`config.mk`:
```
export PLATFORM = sky130hd
export DESIGN_NAME = hwpe_multi_cfg_ctrl
export DESIGN_NICKNAME = d
export VERILOG_FILES = /design/src/rtl/hwpe_multi_cfg_ctrl.sv
export SDC_FILE = /design/constraint.sdc
export NUM_CORES = 1
export LEC_CHECK = 0
export BUFFER_PORTS_ARGS = -buffer_cell sky130_fd_sc_hd__buf_2
export CAP_MARGIN = 15
export CORE_AREA = 5 5 128 130
export CTS_CLUSTER_SIZE = 10
export DETAILED_ROUTE_END_ITERATION = 10
export DIE_AREA = 0 0 133 135
export PLACE_DENSITY_LB_ADDON = 0.08
export SETUP_SLACK_MARGIN = 0.02
export SYNTH_ARGS = -nofsm -noshare
export SYNTH_HDL_FRONTEND = slang
export SYNTH_SLANG_ARGS = --single-unit
```
`constraint.sdc`:
```
create_clock -name clk -period 2.6 [get_ports clk]
set_clock_uncertainty 0.2 [all_clocks]
set_input_delay 0 -clock clk [delete_from_list [all_inputs] [get_ports clk]]
set_output_delay 0 -clock clk [all_outputs]
set_load 0.02 [all_outputs]
```
`src/rtl/hwpe_multi_cfg_ctrl.sv`:
```
// Config-side front end for N_HWPE accelerators behind one peripheral config slave port.
// Latency: a granted access answers 1 cycle after the HWPE response; out-of-range accesses answer the cycle after grant.
// Backpressure: one outstanding access; cfg_gnt_o stays low until the previous response has been returned.
//
// Ports:
//   clk, rst_n                  cluster clock, asynchronous active-low reset
//   cfg_*_i / cfg_*_o           peripheral config slave (req/gnt, r_valid/r_rdata/r_id)
//   hwpe_req_o, hwpe_add_o ...  one-hot request plus broadcast address/data to the HWPEs
//   hwpe_gnt_i, hwpe_r_*_i      per-HWPE grant and response
//   hwpe_evt_i / evt_o          per-HWPE per-core events, OR-merged over all HWPEs
//   hwpe_busy_o, busy_o         per-HWPE job-count based busy and their OR
//   hwpe_clk_en_o               per-HWPE clock enable (idle hold only with macro HWPE_CLK_GATE_EN)
module hwpe_multi_cfg_ctrl #(
  parameter int N_HWPE       = 2,
  parameter int N_CORES      = 8,
  parameter int ID_WIDTH     = 8,
  parameter int HWPE_SEL_LSB = 8,
  parameter int TRIGGER_OFFS = 0,
  parameter int JOB_DEPTH    = 2,
  parameter int CG_HOLD      = 4
) (
  input  logic                                    clk,
  input  logic                                    rst_n,
  input  logic                                    cfg_req_i,
  input  logic [31:0]                             cfg_add_i,
  input  logic                                    cfg_wen_i,
  input  logic [3:0]                              cfg_be_i,
  input  logic [31:0]                             cfg_wdata_i,
  input  logic [ID_WIDTH-1:0]                     cfg_id_i,
  output logic                                    cfg_gnt_o,
  output logic [31:0]                             cfg_r_rdata_o,
  output logic                                    cfg_r_valid_o,
  output logic [ID_WIDTH-1:0]                     cfg_r_id_o,
  output logic [N_HWPE-1:0]                       hwpe_req_o,
  output logic [31:0]                             hwpe_add_o,
  output logic                                    hwpe_wen_o,
  output logic [3:0]                              hwpe_be_o,
  output logic [31:0]                             hwpe_data_o,
  output logic [ID_WIDTH-1:0]                     hwpe_id_o,
  input  logic [N_HWPE-1:0]                       hwpe_gnt_i,
  input  logic [N_HWPE-1:0][31:0]                 hwpe_r_data_i,
  input  logic [N_HWPE-1:0]                       hwpe_r_valid_i,
  input  logic [N_HWPE-1:0][ID_WIDTH-1:0]         hwpe_r_id_i,
  input  logic [N_HWPE-1:0][N_CORES-1:0][1:0]     hwpe_evt_i,
  output logic [N_CORES-1:0][1:0]                 evt_o,
  output logic [N_HWPE-1:0]                       hwpe_busy_o,
  output logic                                    busy_o,
  output logic [N_HWPE-1:0]                       hwpe_clk_en_o
);

  localparam int SEL_W = (N_HWPE > 1) ? $clog2(N_HWPE) : 1;
  localparam int CNT_W = $clog2(JOB_DEPTH + 1);
  localparam int UP_W  = 32 - HWPE_SEL_LSB;

  typedef enum logic [1:0] {IDLE, WAIT_RESP, ERR_RESP} state_t;

  state_t              state_q, state_d;
  logic [SEL_W-1:0]    sel, sel_q;
  logic                in_range, is_trig, acc_grant, trig_ok;
  logic                r_valid_q;
  logic [31:0]         r_rdata_q;
  logic [ID_WIDTH-1:0] r_id_q;
  logic [N_HWPE-1:0]   dec;

  assign sel = cfg_add_i[HWPE_SEL_LSB +: SEL_W];
  // The range test looks at the whole upper address field, so an address whose
  // low select bits alias a valid HWPE but whose upper bits do not is still rejected.
  assign in_range  = (cfg_add_i[31:HWPE_SEL_LSB] < UP_W'(N_HWPE));
  assign is_trig   = (cfg_add_i[HWPE_SEL_LSB-1:0] == HWPE_SEL_LSB'(TRIGGER_OFFS));
  assign acc_grant = (state_q == IDLE) && cfg_req_i && in_range && hwpe_gnt_i[sel];
  assign trig_ok   = acc_grant && !cfg_wen_i && is_trig;

  assign hwpe_add_o  = cfg_add_i;
  assign hwpe_wen_o  = cfg_wen_i;
  assign hwpe_be_o   = cfg_be_i;
  assign hwpe_data_o = cfg_wdata_i;
  assign hwpe_id_o   = cfg_id_i;

  // FSM: state register
  always_ff @(posedge clk or negedge rst_n) begin
    if (!rst_n) state_q <= IDLE;
    else        state_q <= state_d;
  end

  // FSM: next state. WAIT_RESP is left only after the response pulse has been
  // shown, which gives the 3-cycle grant spacing.
  always_comb begin
    state_d = state_q;
    unique case (state_q)
      IDLE: begin
        if (cfg_req_i) begin
          if (!in_range)      state_d = ERR_RESP;
          else if (acc_grant) state_d = WAIT_RESP;
        end
      end
      WAIT_RESP: if (r_valid_q) state_d = IDLE;
      ERR_RESP:  state_d = IDLE;
      default:   state_d = IDLE;
    endcase
  end

  // FSM: outputs
  always_comb begin
    hwpe_req_o = '0;
    cfg_gnt_o  = 1'b0;
    if (state_q == IDLE && cfg_req_i) begin
      if (in_range) begin
        hwpe_req_o[sel] = 1'b1;
        cfg_gnt_o       = hwpe_gnt_i[sel];
      end else begin
        cfg_gnt_o = 1'b1;
      end
    end
  end

  // Response capture: the error response is produced straight from the grant
  // cycle; a normal response is taken once from the selected HWPE only.
  always_ff @(posedge clk or negedge rst_n) begin
    if (!rst_n) begin
      sel_q     <= '0;
      r_valid_q <= 1'b0;
      r_rdata_q <= '0;
      r_id_q    <= '0;
    end else begin
      r_valid_q <= 1'b0;
      if (acc_grant) sel_q <= sel;
      if (state_q == IDLE && cfg_req_i && !in_range) begin
        r_valid_q <= 1'b1;
        r_rdata_q <= '0;
        r_id_q    <= cfg_id_i;
      end
      if (state_q == WAIT_RESP && !r_valid_q && hwpe_r_valid_i[sel_q]) begin
        r_valid_q <= 1'b1;
        r_rdata_q <= hwpe_r_data_i[sel_q];
        r_id_q    <= hwpe_r_id_i[sel_q];
      end
    end
  end

  assign cfg_r_valid_o = r_valid_q;
  assign cfg_r_rdata_o = r_rdata_q;
  assign cfg_r_id_o    = r_id_q;

  always_comb begin
    evt_o = '0;
    dec   = '0;
    for (int h = 0; h < N_HWPE; h++) begin
      evt_o = evt_o | hwpe_evt_i[h];
      for (int c = 0; c < N_CORES; c++) dec[h] = dec[h] | hwpe_evt_i[h][c][0];
    end
  end

  // Per-HWPE job counter; end-of-job from any core counts once per cycle.
  for (genvar h = 0; h < N_HWPE; h++) begin : g_job
    logic [CNT_W-1:0] cnt_q, cnt_d;
    logic             inc, busy_q;
    assign inc = trig_ok && (sel == SEL_W'(h));
    always_comb begin
      cnt_d = cnt_q;
      if (inc && !dec[h] && cnt_q != CNT_W'(JOB_DEPTH)) cnt_d = cnt_q + 1'b1;
      else if (dec[h] && !inc && cnt_q != '0)           cnt_d = cnt_q - 1'b1;
    end
    always_ff @(posedge clk or negedge rst_n) begin
      if (!rst_n) begin
        cnt_q  <= '0;
        busy_q <= 1'b0;
      end else begin
        cnt_q  <= cnt_d;
        busy_q <= (cnt_d != '0);
      end
    end
    assign hwpe_busy_o[h] = busy_q;
  end

  assign busy_o = |hwpe_busy_o;

`ifdef HWPE_CLK_GATE_EN
  localparam int HOLD_W = $clog2(CG_HOLD + 1);
  for (genvar h = 0; h < N_HWPE; h++) begin : g_cg
    logic [HOLD_W-1:0] hold_q;
    logic              tgt_now, tgt_act;
    assign tgt_now = cfg_req_i && (sel == SEL_W'(h));
    assign tgt_act = (state_q != IDLE) && (sel_q == SEL_W'(h));
    always_ff @(posedge clk or negedge rst_n) begin
      if (!rst_n) hold_q <= '0;
      else if (hwpe_busy_o[h] || (state_q == IDLE && tgt_now) ||
               (state_q == WAIT_RESP && sel_q == SEL_W'(h)))
        hold_q <= HOLD_W'(CG_HOLD);
      else if (hold_q != '0)
        hold_q <= hold_q - 1'b1;
    end
    assign hwpe_clk_en_o[h] = hwpe_busy_o[h] | tgt_now | tgt_act | (hold_q != '0);
  end
`else
  assign hwpe_clk_en_o = '1;
`endif

endmodule

```
==> results of run 1 <==
[path summary, 6_finish.rpt]
kind / startpoint / to / cells past startpoint
hold reg to reg: cfg_r_valid_o / state_q[0] / 1
hold / removal: hwpe_evt_i[14] / g_job[0].cnt_q[1] / 6
setup / recovery: state_q[1] / g_job[1].busy_q / 5
max in group asynchronous: rst_n / cfg_r_rdata_o[21] / 3
setup reg to reg: state_q[1] / g_job[1].busy_q / 5
min in group asynchronous: rst_n / sel_q / 2
[per-layer routing]
| metal | up-vias | wire (µm) | global-route usage, % |
|---|---|---|---|
| met5 | - | 0 | 0 |
| met2 | 168 | 6590 | 24.9 |
| met4 | 0 | 104 | 2.83 |
| li1 | 1745 | - | - |
| met1 | 1631 | 4640 | 14.4 |
| met3 | 9 | 1120 | 4.02 |
[critical path, stage by stage, from the launching register on]
cell and delay, ns:
dfrtp_1 0.42, nor3b_2 0.34, nand4_1 0.29, or4_4 0.52, a2111oi_1 0.43, nor3_1 0.09
[cells in the final DEF (no fill, tap or decap), drive strengths merged]
cell	Yosys	final
a21oi	4	4
a21o	1	1
mux2i	41	41
conb	1	2
ha	4	4
nor3	3	3
clkinv	0	1
a31oi	2	2
nand2	15	15
or4	6	6
nand3	3	3
a22o	1	1
dlygate4sd3	0	131
a22oi	1	1
nor3b	3	3
and4	1	1
a2111oi	1	1
inv	8	9
and2	1	1
nand4	2	2
nor4	10	10
o21ai	8	8
mux2	8	8
a32o	1	1
o21a	1	1
o32ai	1	1
xnor2	2	2
clkbuf	8	6
nor2	12	12
buf	87	270
or2	18	18
o2bb2ai	33	33
dfrtp	50	50
[stage by stage]
step,setup WS [ns],power [mW]
after detailed placement,0.198,1.64
after CTS,0.135,2.53
after global routing,0.0147,2.64
final,0.178,2.48
after global placement,0.257,1.64
after floorplan,0.467,1.49
[kinds of logic after synthesis]
logic type	share of synthesized area, %
other	0.110
multiplexers	14.7
buffers and inverters	20.8
XOR/XNOR	0.514
AND/OR/NAND/NOR	13.4
AO/OA/AOI/OAI	12.4
flip-flops	36.7
adder cells (fa/ha/maj)	1.47
[sequential cells by signal (all words and copies together) (netlist names)]
| register | count |
|---|---|
| state_q | 2 |
| cfg_r_valid_o | 1 |
| sel_q | 1 |
| cfg_r_id_o | 8 |
| g_job.cnt_q | 4 |
| cfg_r_rdata_o | 32 |
| g_job.busy_q | 2 |
[power by group]
group	switching [mW]	leakage (nW)	total, mW	internal, mW
sequential	0.0562	0.660	0.905	0.849
combinational	0.452	2.09	0.905	0.453
clock	0.303	0.0714	0.666	0.363
[what timing repair did]
item | in CTS | in global routing
hold buffers | 131 | 0
endpoints found under the hold margin | 101 | 0
gates resized for setup | 0 | 2
setup buffers | 0 | 0
setup endpoints to repair | 0 | 8
[layout make-up]
cell class                 count  area, µm²  share of cell area, %
clock inverter                 2       17.5                  0.301
tap                          188        235                   4.05
timing repair buffer         401       2680                   46.2
sequential                    50       1250                   21.6
clock buffer                   6        129                   2.22
multi-input combinational    185       1460                   25.2
inverter                       8       30.0                  0.517
==> metrics.csv, run 1 <==
metric,value,unit
total CTS buffers,5,
DR WL/cell,14.8,µm
Netlist cell types,38,
register clock-pin slew on the reported worst setup and hold paths,0.07,ns
Mapped Area,0.00341,mm²
Final setup viols,0,
R2R setup slack,0.18,ns
failing checks,hold timing,
worst-margin pin slew,0.945,ns
Yosys Warn Count,0,
CP Capture Type,flop,
Max Slew Vio Count,0,
number of global-route vias before repair,3972,
# rows,45,
drt pass-1 iters,4,
die area,0.0180,mm²
"Core Util, Final",38.7,%
peak supply drop,0.263,mV
synth cell count leaders,"85 x buf_4, 50 x dfrtp_1, 41 x mux2i_1",
clk sinks,50,
routed vias,3553,
HPWL Detailed,8730,µm
ys flop type,dfrtp_1,
clock buffer depth,2,
setup tns final,0,ns
post-synthesis async set-or-reset flop share,100,%
RSZ-0062 raised after global routing,yes,
Final Net Count,851,
initial antenna violation count,0,
routability cong.,0.751,
dpl cell area,0.00434,mm²
final instance area,0.00581,mm²
Worst slew margin,37.0,%
WHS,-0.00407,ns
fin cells,840,
P_leak,2.82,nW
CP Data Required Time,2.56,ns
Post-synth EDFFs,0,
Final Hold Vio Count,1,
Synth top area share,36.7,%
Total GRT Usage,13.1,%
Die Width,133,µm
Yosys reg bits,50,
CTS tree,done,
pin count of the biggest net entering global routing,43,
sequential fraction of the synthesis area,36.7,%
Mapped Cells,337,
Max Freq,413,MHz
Initial Util,22.7,%
syn_area_per_cell,10.1,µm²
Via density,4.23,
ANT nets after route,0,
outcome,"finished, violations left",
clk_lat worst skew,0.29,ns
critical path class,flop to flop,
core box area,0.0150,mm²
min Tclk post-route,2.42,ns
Fill cells,1494,
largest cells by area after synthesis,"dfrtp_1 37%, buf_4 19%, mux2i_1 12%",
Port Buffer Count,263,
"area leader, netlist",dfrtp_1,
CTS root buffer,clkbuf_16,
CP Data Arrival Time,2.38,ns
DR iter-0 viols,60,
Final Cycle Share,93.1,%
die height,135,µm
Hold Path Class,input pin to flop,
PD cells,426,mW/mm²
layout cells sized above 1,48.3,%
CTS HTree Levels,2,
Final Routed Wirelength,12500,µm
GRT overflow,0,
Syn-to-layout area delta,70.4,%
top fanout value on the critical path,5,
first-pass GRT wire length,19500,µm
post-placement cell count,701,
most common cell in the synthesized netlist,buf_4,
n_diodes,0,
Remaining DRCs,0,
Critical Path Start Type,flop,
maximum capacitance violations,0,
I/O pin count,338,
(Power assumes the default switching activity.)
==> run 2: changes to the inputs <==
--- a/config.mk
+++ b/config.mk
@@ -12,6 +12,7 @@
 export DETAILED_ROUTE_END_ITERATION = 10
 export DIE_AREA = 0 0 133 135
 export PLACE_DENSITY_LB_ADDON = 0.08
+export RECOVER_POWER = 25
 export SETUP_SLACK_MARGIN = 0.02
 export SYNTH_ARGS = -nofsm -noshare
 export SYNTH_HDL_FRONTEND = slang
==> run 2 against run 1 <==
Net effect:
- the run still ends with hold timing left
- power down 0.38%
- clock-buffer cell count unchanged
- cell area decreased by 1.0%
- clock power hardly changed
- worst setup slack about the same
- maximum frequency about the same
- sequential power about the same
- final cell count is the same
- critical endpoint unchanged
- largest cell class unchanged
==> metrics.csv, run 2 (synthesis results as in run 1) <==
metric,value,unit,change
Final Routed Wirelength,12500,µm,+0.35%
reg2reg start,state_q[1],,
die height,135,µm,unchanged
Crit-path slowest cell,or4_4,,
clock buffer depth,2,,unchanged
max reg flops,32,,unchanged
dpl cell area,0.00434,mm²,unchanged
DR iter-0 viols,55,,-8.3%
HPWL Detailed,8730,µm,unchanged
setup tns final,0,ns,unchanged
Critical Path Start Type,flop,,
"Core Util, Final",38.3,%,-0.40 points
Port Buffer Count,263,,unchanged
Critical Path Source,state_q[1],,
RSZ-0062 raised after global routing,yes,,
sequential cell area,0.00125,mm²,unchanged
crit-path cells,nor3b_2 -> nand4_1 -> or4_4 -> a2111oi_1 -> nor3_1,,
Worst Setup EP,g_job[1].busy_q,,
failing checks,hold timing,,
area of the multi-input gates,0.00146,mm²,unchanged
Via density,4.22,,-0.23%
"commonest non-fill, non-tap cell in the layout",buf_2,,
CTS root buffer,clkbuf_16,,
min Tclk post-route,2.42,ns,-0.0000330 ns
worst-margin pin slew,0.946,ns,+0.00119 ns
register clock-pin slew on the reported worst setup and hold paths,0.07,ns,about the same
Worst slew margin,36.9,%,-0.079 points
Max Slew Vio Count,0,,unchanged
I/O pin count,338,,unchanged
routability cong.,0.751,,unchanged
n_diodes,0,,unchanged
Final Hold Vio Count,1,,unchanged
clk_lat worst skew,0.29,ns,about the same
reg2reg end,g_job[1].busy_q,,
peak supply drop,0.263,mV,about the same
pre-CTS WS,0.198,ns,unchanged
R2R setup slack,0.18,ns,about the same
Max Freq,413,MHz,about the same
final instance area,0.00575,mm²,-1.0%
Hold Path Class,input pin to flop,,
number of global-route vias before repair,3972,,unchanged
pin count of the biggest net entering global routing,43,,unchanged
Syn-to-layout area delta,68.6,%,
WHS,-0.00435,ns,-0.000278 ns
worst r2r path cells,5,,unchanged
Final Net Count,851,,unchanged
clk sinks,50,,unchanged
top fanout value on the critical path,5,,unchanged
routed vias,3545,,-0.23%
die area,0.0180,mm²,unchanged
CP top delay family,simple AND/OR/NAND/NOR gates,,
Initial Util,22.7,%,unchanged
Total GRT Usage,13.1,%,unchanged
CP Data Arrival Time,2.38,ns,about the same
Final WS setup,0.178,ns,+0.0000330 ns
Die Width,133,µm,unchanged
maximum capacitance violations,0,,unchanged
initial antenna violation count,0,,unchanged
Final setup viols,0,,unchanged
core box area,0.0150,mm²,unchanged
Fill cells,1520,,+1.7%
CTS HTree Levels,2,,unchanged
first-pass GRT wire length,19500,µm,unchanged
Final Cycle Share,93.1,%,about the same
drt pass-1 iters,4,,unchanged
PD cells,429,mW/mm²,+0.66%
Remaining DRCs,0,,unchanged
CP Data Required Time,2.56,ns,about the same
layout cells sized above 1,41.0,%,-7.4 points
CP Capture Type,flop,,
# rows,45,,unchanged
total CTS buffers,5,,unchanged
GRT overflow,0,,unchanged
post-CTS setup buffer count,0,,unchanged
P_leak,2.70,nW,-4.2%
ANT nets after route,0,,unchanged
critical path class,flop to flop,,
outcome,"finished, violations left",,
number of buffers and inverters on the critical path,0,,unchanged
CTS tree,done,,
Crit path largest cell delay,0.52,ns,about the same
DR WL/cell,14.9,µm,+0.35%
most frequent cells in the layout,"215 x buf_2, 131 x dlygate4sd3_1, 49 x dfrtp_1, 49 x clkbuf_1, 41 x mux2i_1",,
WP depth,5,,unchanged
run 2: worst min path at each step:
stage / from / to / cells after the start
5_1_grt: hwpe_evt_i[8] / g_job[0].cnt_q[1] / 6
4_1_cts: hwpe_evt_i[8] / g_job[0].cnt_q[1] / 6
6_report: hwpe_evt_i[14] / g_job[0].cnt_q[1] / 6
3_5_place_dp: cfg_be_i[2] / hwpe_be_o[2] / 0
3_3_place_gp: cfg_be_i[2] / hwpe_be_o[2] / 0
2_1_floorplan: rst_n / cfg_r_id_o[0] / 0
run 2: final cells by class:
cell class / count / area share (%)
inverters: 8 / 0.522
flip-flops and latches: 50 / 21.8
clock inverters: 2 / 0.305
well taps: 188 / 4.09
clock buffers: 6 / 2.24
repair buffers: 401 / 45.6
multi-input cells: 185 / 25.5
run 2: report_power, final:
part / internal, mW / switching (mW)
clock network: 0.363 / 0.303
registers: 0.849 / 0.0562
logic: 0.442 / 0.454
total: 1.65 / 0.813
run 2: timing repair:
action | CTS | global route
setup endpoints to repair | 0 | 8
hold endpoints to repair | 101 | 0
hold buffers | 131 | 0
gates resized for setup | 0 | 2
run 2: worst min-delay path, cell delays in order:
cell	delay, ns
buf_2	0.08
nor4_1	0.06
nand3_1	0.10
nor4_2	0.05
nor2_1	0.08
a21oi_1	0.07
run 2: metal layers:
layer | up-vias | routed length [µm] | global-route usage (%)
met5 | - | 0 | 0
met1 | 1626 | 4670 | 14.4
met2 | 168 | 6590 | 24.9
li1 | 1742 | - | -
met3 | 9 | 1140 | 4.02
met4 | 0 | 104 | 2.83
run 2: metrics by stage:
step	power, mW	instances
floorplan	1.49	338
global placement	1.64	701
detailed placement	1.64	701
CTS	2.53	840
global route	2.63	840
finish	2.47	840
